### src/rtl/dot_product_arbiter.sv
`timescale 1ns/1ps
`default_nettype none
// ============================================================================
// Module   : dot_product_arbiter
// Purpose  : Round-robin sharing of one neg_dot_product pipeline, with ID
//            tracking and a credit-protected response FIFO.
// Revision : 1.0 - initial release
// ============================================================================
module dot_product_arbiter #(
    parameter int NUM_REQ    = 4,
    parameter int DP_LAT     = 2,
    parameter int FIFO_DEPTH = 4
) (
    input  logic                    clk,
    input  logic                    rst_n,
    input  logic                    enable,
    input  logic [NUM_REQ-1:0]      req_valid,
    output logic [NUM_REQ-1:0]      req_ready,
    input  logic [NUM_REQ*26-1:0]   req_unit_x,
    input  logic [NUM_REQ*26-1:0]   req_unit_y,
    input  logic [NUM_REQ*26-1:0]   req_unit_z,
    input  logic [NUM_REQ*24-1:0]   req_x2,
    input  logic [NUM_REQ*24-1:0]   req_y2,
    input  logic [NUM_REQ*24-1:0]   req_z2,
    output logic [25:0]             dp_unit_x,
    output logic [25:0]             dp_unit_y,
    output logic [25:0]             dp_unit_z,
    output logic [23:0]             dp_x2,
    output logic [23:0]             dp_y2,
    output logic [23:0]             dp_z2,
    input  logic [23:0]             dp_out,
    output logic                    rsp_valid,
    input  logic                    rsp_ready,
    output logic [$clog2(NUM_REQ)-1:0] rsp_id,
    output logic [23:0]             rsp_data,
    output logic                    busy
);

    localparam int ID_W      = $clog2(NUM_REQ);
    localparam int c_IDX_W   = ID_W + 1;
    localparam int c_UNIT_W  = 26;
    localparam int c_SQ_W    = 24;
    localparam int c_DATA_W  = 24;
    localparam int c_ENTRY_W = ID_W + c_DATA_W;
    localparam int c_PTR_W   = (FIFO_DEPTH > 1) ? $clog2(FIFO_DEPTH) : 1;
    localparam int c_CNT_W   = $clog2(FIFO_DEPTH + 1);
    localparam int c_IF_W    = $clog2(DP_LAT + 1);
    localparam int c_SUM_W   = c_CNT_W + 1;

    localparam logic [c_IDX_W-1:0] c_NUM_REQ_X = c_IDX_W'(NUM_REQ);
    localparam logic [ID_W-1:0]    c_LAST_ID   = ID_W'(NUM_REQ - 1);
    localparam logic [NUM_REQ-1:0] c_ONE       = NUM_REQ'(1);
    localparam logic [c_SUM_W-1:0] c_DEPTH_S   = c_SUM_W'(FIFO_DEPTH);
    localparam logic [c_CNT_W-1:0] c_DEPTH_C   = c_CNT_W'(FIFO_DEPTH);

    logic [ID_W-1:0]      r_rr_ptr;
    logic [DP_LAT-1:0]    r_tag_v;
    logic [ID_W-1:0]      r_tag_id [DP_LAT];
    logic [c_IF_W-1:0]    r_inflight;
    logic [c_CNT_W-1:0]   r_count;
    logic [c_PTR_W-1:0]   r_wr_ptr;
    logic [c_PTR_W-1:0]   r_rd_ptr;
    logic [c_ENTRY_W-1:0] r_mem [FIFO_DEPTH];

    logic                 w_issue_ok;
    logic                 w_found;
    logic [ID_W-1:0]      w_grant_id;
    logic [c_IDX_W-1:0]   w_idx;
    logic                 w_transfer;
    logic [ID_W-1:0]      w_mux_id;
    logic [c_SUM_W-1:0]   w_credit_sum;
    logic                 w_push;
    logic                 w_pop;
    logic                 w_empty;
    logic                 w_full;

    // Credits come from registered counts only, so a pop frees a slot next cycle.
    assign w_credit_sum = c_SUM_W'(r_inflight) + c_SUM_W'(r_count);
    assign w_issue_ok   = rst_n && enable && (w_credit_sum < c_DEPTH_S);

    always_comb begin
        w_found    = 1'b0;
        w_grant_id = r_rr_ptr;
        w_idx      = '0;
        for (int k = 0; k < NUM_REQ; k++) begin
            w_idx = {1'b0, r_rr_ptr} + c_IDX_W'(k);
            if (w_idx >= c_NUM_REQ_X) begin
                w_idx = w_idx - c_NUM_REQ_X;
            end
            if (!w_found && req_valid[w_idx[ID_W-1:0]]) begin
                w_found    = 1'b1;
                w_grant_id = w_idx[ID_W-1:0];
            end
        end
    end

    assign w_transfer = w_issue_ok && w_found;
    assign req_ready  = w_transfer ? (c_ONE << w_grant_id) : '0;
    assign w_mux_id   = w_transfer ? w_grant_id : r_rr_ptr;

    assign dp_unit_x = req_unit_x[c_UNIT_W*w_mux_id +: c_UNIT_W];
    assign dp_unit_y = req_unit_y[c_UNIT_W*w_mux_id +: c_UNIT_W];
    assign dp_unit_z = req_unit_z[c_UNIT_W*w_mux_id +: c_UNIT_W];
    assign dp_x2     = req_x2[c_SQ_W*w_mux_id +: c_SQ_W];
    assign dp_y2     = req_y2[c_SQ_W*w_mux_id +: c_SQ_W];
    assign dp_z2     = req_z2[c_SQ_W*w_mux_id +: c_SQ_W];

    assign w_empty = (r_count == '0);
    assign w_full  = (r_count == c_DEPTH_C);
    assign w_push  = r_tag_v[DP_LAT-1];
    assign w_pop   = !w_empty && rsp_ready;

    always_ff @(posedge clk or negedge rst_n) begin
        if (!rst_n) begin
            r_rr_ptr   <= '0;
            r_tag_v    <= '0;
            r_inflight <= '0;
            r_count    <= '0;
            r_wr_ptr   <= '0;
            r_rd_ptr   <= '0;
            for (int k = 0; k < DP_LAT; k++) begin
                r_tag_id[k] <= '0;
            end
        end else begin
            if (w_transfer) begin
                r_rr_ptr <= (w_grant_id == c_LAST_ID) ? '0 : w_grant_id + 1'b1;
            end
            r_tag_v[0]  <= w_transfer;
            r_tag_id[0] <= w_grant_id;
            for (int k = 1; k < DP_LAT; k++) begin
                r_tag_v[k]  <= r_tag_v[k-1];
                r_tag_id[k] <= r_tag_id[k-1];
            end
            case ({w_transfer, w_push})
                2'b10:   r_inflight <= r_inflight + 1'b1;
                2'b01:   r_inflight <= r_inflight - 1'b1;
                default: r_inflight <= r_inflight;
            endcase
            case ({w_push, w_pop})
                2'b10:   r_count <= r_count + 1'b1;
                2'b01:   r_count <= r_count - 1'b1;
                default: r_count <= r_count;
            endcase
            if (w_push) begin
                r_wr_ptr <= r_wr_ptr + 1'b1;
            end
            if (w_pop) begin
                r_rd_ptr <= r_rd_ptr + 1'b1;
            end
        end
    end

    // Storage needs no reset: the head is masked to zero whenever empty.
    always_ff @(posedge clk) begin
        if (w_push) begin
            r_mem[r_wr_ptr] <= {r_tag_id[DP_LAT-1], dp_out};
        end
    end

    assign rsp_valid = !w_empty;
    assign rsp_id    = w_empty ? '0 : r_mem[r_rd_ptr][c_ENTRY_W-1:c_DATA_W];
    assign rsp_data  = w_empty ? '0 : r_mem[r_rd_ptr][c_DATA_W-1:0];
    assign busy      = (r_inflight != '0) || !w_empty;

    a_no_overflow: assert property (@(posedge clk) disable iff (!rst_n)
        !(w_push && !w_pop && w_full));

endmodule
`default_nettype wire

### config.mk
export PLATFORM = sky130hd
export DESIGN_NAME = dot_product_arbiter
export DESIGN_NICKNAME = d
export VERILOG_FILES = /design/src/rtl/dot_product_arbiter.sv
export SDC_FILE = /design/constraint.sdc
export NUM_CORES = 1
export LEC_CHECK = 0
export CAP_MARGIN = 20
export CORE_AREA = 2 2 315 317
export CTS_CLUSTER_DIAMETER = 120
export DETAILED_ROUTE_END_ITERATION = 8
export DIE_AREA = 0 0 317 319
export SYNTH_ARGS = -nofsm -noshare
export SYNTH_HDL_FRONTEND = slang
export SYNTH_SLANG_ARGS = --single-unit
export TNS_END_PERCENT = 100
### constraint.sdc
create_clock -name clk -period 3.45 [get_ports clk]
set_input_delay 0.69 -clock clk [delete_from_list [all_inputs] [get_ports clk]]
set_output_delay 0.69 -clock clk [all_outputs]
set_load 0.03 [all_outputs]
==> results.sh <==
export IMPL_status="complete, but fails checks"
export IMPL_violations="negative setup slack"
export IMPL_period_needed_ns=3.74
export IMPL_setup_tns_ns=-23.06
export IMPL_setup_slack_ns=-0.288
export IMPL_end_kind="output port"
export IMPL_cap_violations=0
export IMPL_clock_sinks=121
export IMPL_critical_path_required_ns=2.76
export IMPL_slowest_stage="mux4_2"
export IMPL_synthXorXnorAreaFrac_pct=0.909
export IMPL_power_density_mw_per_mm2=885
export IMPL_ys_seq_area_share_pct=40.9
export IMPL_grt_start_max_net_pins=30
export IMPL_grt_overflow=0
export IMPL_reg2reg_slack_ns=0.93
export IMPL_synth_compound_area_share_pct=1.26
export IMPL_clk_pin_slew_worst_paths_ns=0.05
export IMPL_peakVddDrop_uv=462
export IMPL_max_freq_ghz=0.267
export IMPL_worst_slew_pin_slew_ns=0.470
export IMPL_cts_tree="built"
export IMPL_syn_nets=1092
export IMPL_min_period_over_period_pct=108
export IMPL_drt_iter0_drc=675
export IMPL_worst_path_largest_cell_delay_ns=0.49
export IMPL_gp_congestion=0.972
export IMPL_clock_skew_ns=0.00682
export IMPL_crit_buf_inv=4
export IMPL_rsz0062_at_grt="true"
export IMPL_min_from="r_tag_v[0]"
export IMPL_yosys_most_used_dff="edfxtp_1"
export IMPL_clk_root_buffer_cell="clkbuf_16"
export IMPL_io_pin_count=814
export IMPL_wl_per_cell_um=28.8
export IMPL_start_util_pct=8.87
export IMPL_synth_cells=448
export IMPL_fin_hold_ws_ns=0.347
export IMPL_power_total_mw=18.3
export IMPL_grt_first_pass_wirelength_mm=96.7
export IMPL_timing_rr_start="r_count[1]"
export IMPL_worstSetupPathType="input port to output port"
export IMPL_num_nets_final=2008
export IMPL_worstHoldPathType="flop to flop"
export IMPL_crit_chain="dlygate4sd2_1 > and4bb_2 > and3b_2 > a32oi_4 > buf_12 > buf_6 > mux4_2 > a221o_1 > buf_12"
export IMPL_synth_edf_count=104
export IMPL_synthAdderAreaFrac_pct=1.82
export IMPL_ant_nets=0
export IMPL_p_leak_nw=7.29
export IMPL_start_kind="input port"
export IMPL_synth_simple_area_share_pct=4.62
export IMPL_finalHoldViolations=0
export IMPL_vias=9320
export IMPL_path_max_fanout=8
export IMPL_port_buffers=813
export IMPL_worstSetupStartpoint="rst_n"
export IMPL_drive_above_1_share_pct=36.9
export IMPL_numCtsBuffers=17
export IMPL_setup_violations_final=140
export IMPL_wirelength_mm=76.8
export IMPL_design_die_area_mm2=0.101
export IMPL_clock_latency_ns=0.41
export IMPL_synth_mux_area_share_pct=45.9
export IMPL_timing_slew_headroom_pct=68.6
export IMPL_path_delay_family="buffers and inverters"
export IMPL_cts_buffer_depth=2
export IMPL_synthesis_area_mm2=0.00867
export IMPL_drv_slew=0
export IMPL_h_tree_depth=4
export IMPL_grt_usage_pct=14.6
export IMPL_core_mm2=0.0977
export IMPL_postSynthAreaPerCell_um2=19.3
export IMPL_die_h_um=319
export IMPL_via_per_inst=3.49
export IMPL_die_width_um=317
export IMPL_area_delta_synth_final_pct=138
export IMPL_dp_hpwl_mm=67.4
export IMPL_firstDrtPassIters=5
export IMPL_path_common_cell="buf_12"
export IMPL_synth_top_family_by_area="multiplexers"
export IMPL_rows=115
export IMPL_critPathArrivalTime_ns=3.05
export IMPL_yosysUniqueCellTypes=37
export IMPL_synth_seq_cells=121
export IMPL_async_flop_share_pct=14.0
export IMPL_yosysWarnings=0
export IMPL_route_detailed_drc=0
export IMPL_antenna_found_initial=39
export IMPL_grt_pass1_vias=10085
## logic make-up after synthesis
| kind of cell | after synthesis |
|---|---|
| DFF | 121 |
| AOI/OAI and AO/OA | 12 |
| buffers and inverters | 51 |
| and+or+nand+nor | 66 |
| muxes | 177 |
| xor gates and xnor gates | 9 |
| adders and majority gates | 12 |
## per-layer routing
layer / track usage (%) / part of all wire (%) / vias to the layer above
met3: 6.13 / 11 / 101
met2: 23.9 / 47 / 544
met1: 18.0 / 40 / 4817
met4: 2.42 / 1.7 / 20
li1: - / - / 3838
met5: 0 / 0.14 / -
## Yosys cell counts (2+ instances only)
cell type	count	area share (%)
and2_1	35	2.5
and3_1	2	0.14
buf_2	9	0.52
buf_6	26	3.4
clkbuf_1	6	0.26
dfrtp_1	17	4.9
edfxtp_1	104	36
ha_1	11	1.6
inv_1	8	0.35
mux4_2	176	46
nand2_1	8	0.35
nor2_1	8	0.35
nor2b_1	4	0.29
o21ai_0	2	0.12
o21bai_1	2	0.17
or3_1	2	0.14
xnor2_1	4	0.40
xor2_1	5	0.51
## worst reg2reg max path, cell delays in order, from the launching register on
cell,delay (ns)
dfrtp_1,0.41
buf_4,0.14
buf_4,0.13
or3_1,0.36
buf_4,0.24
and2_1,0.27
ha_1,0.23
inv_1,0.07
fa_1,0.40
o21ai_0,0.18
## power breakdown
group / total (mW) / leakage (nW) / internal, mW / switching, mW
sequential: 1.90 / 1.14 / 1.79 / 0.114
clock: 1.69 / 0.274 / 1.08 / 0.610
combinational: 14.7 / 5.87 / 7.26 / 7.43
## layout by cell type (no fill, tap or decap), types with 3 or more instances in the layout
master / n
edfxtp_1: 104
clkbuf_16: 17
buf_16: 9
xor2_1: 5
clkinv_2: 4
nor2_1: 8
ha_1: 10
buf_8: 11
nor2b_2: 3
buf_2: 6
dfrtp_1: 15
diode_2: 5
xnor2_1: 4
inv_1: 8
and2_1: 35
buf_6: 146
buf_12: 48
clkdlybuf4s50_1: 652
mux4_2: 176
buf_4: 63
clkinvlp_4: 3
nand2_1: 7
## worst paths after layout
kind / cells past startpoint / end
min in group asynchronous: 2 / r_rr_ptr[0]
worst min-delay path: 0 / r_tag_v[1]
worst min register to register: 0 / r_tag_v[1]
worst max register to register: 9 / r_count[1]
max in group asynchronous: 2 / r_rd_ptr[0]
worst max-delay path: 9 / dp_z2[4]
## registers in the layout, indices dropped and copies added (netlist names)
register    cells
r_tag_id        4
r_rr_ptr        2
r_mem         104
r_wr_ptr        2
r_tag_v         2
r_rd_ptr        2
r_inflight      2
r_count         3
## through the flow
step	std cells	utilization [%]	cell area [um^2]	worst slack, ns
2_1_floorplan	448	-	8670	0.313
3_3_place_gp	2577	19.2	18800	-0.726
3_5_place_dp	2577	19.2	18800	-0.736
4_1_cts	2653	20.9	20400	-0.356
5_1_grt	2666	21.1	20700	-0.375
6_report	2669	21.1	20700	-0.288
## final cells by class
| type | count | area, um^2 |
|---|---|---|
| multi-input combinational | 276 | 4770 |
| clock inverter | 12 | 124 |
| antenna | 5 | 12.5 |
| tap | 1287 | 1610 |
| timing repair buffer | 939 | 10100 |
| fill | 10351 | 77000 |
| sequential | 121 | 3550 |
| inverter | 9 | 36.3 |
| clock buffer | 20 | 447 |
## repair_timing
item	4_1_cts	5_1_grt
hold buffers	0	0
endpoints found under the setup margin	154	150
gates resized for setup	452	62
hold endpoints to repair	0	0
setup buffers	39	19
pin swaps	7	5
cloned	7	0
(Power assumes the default switching activity.)
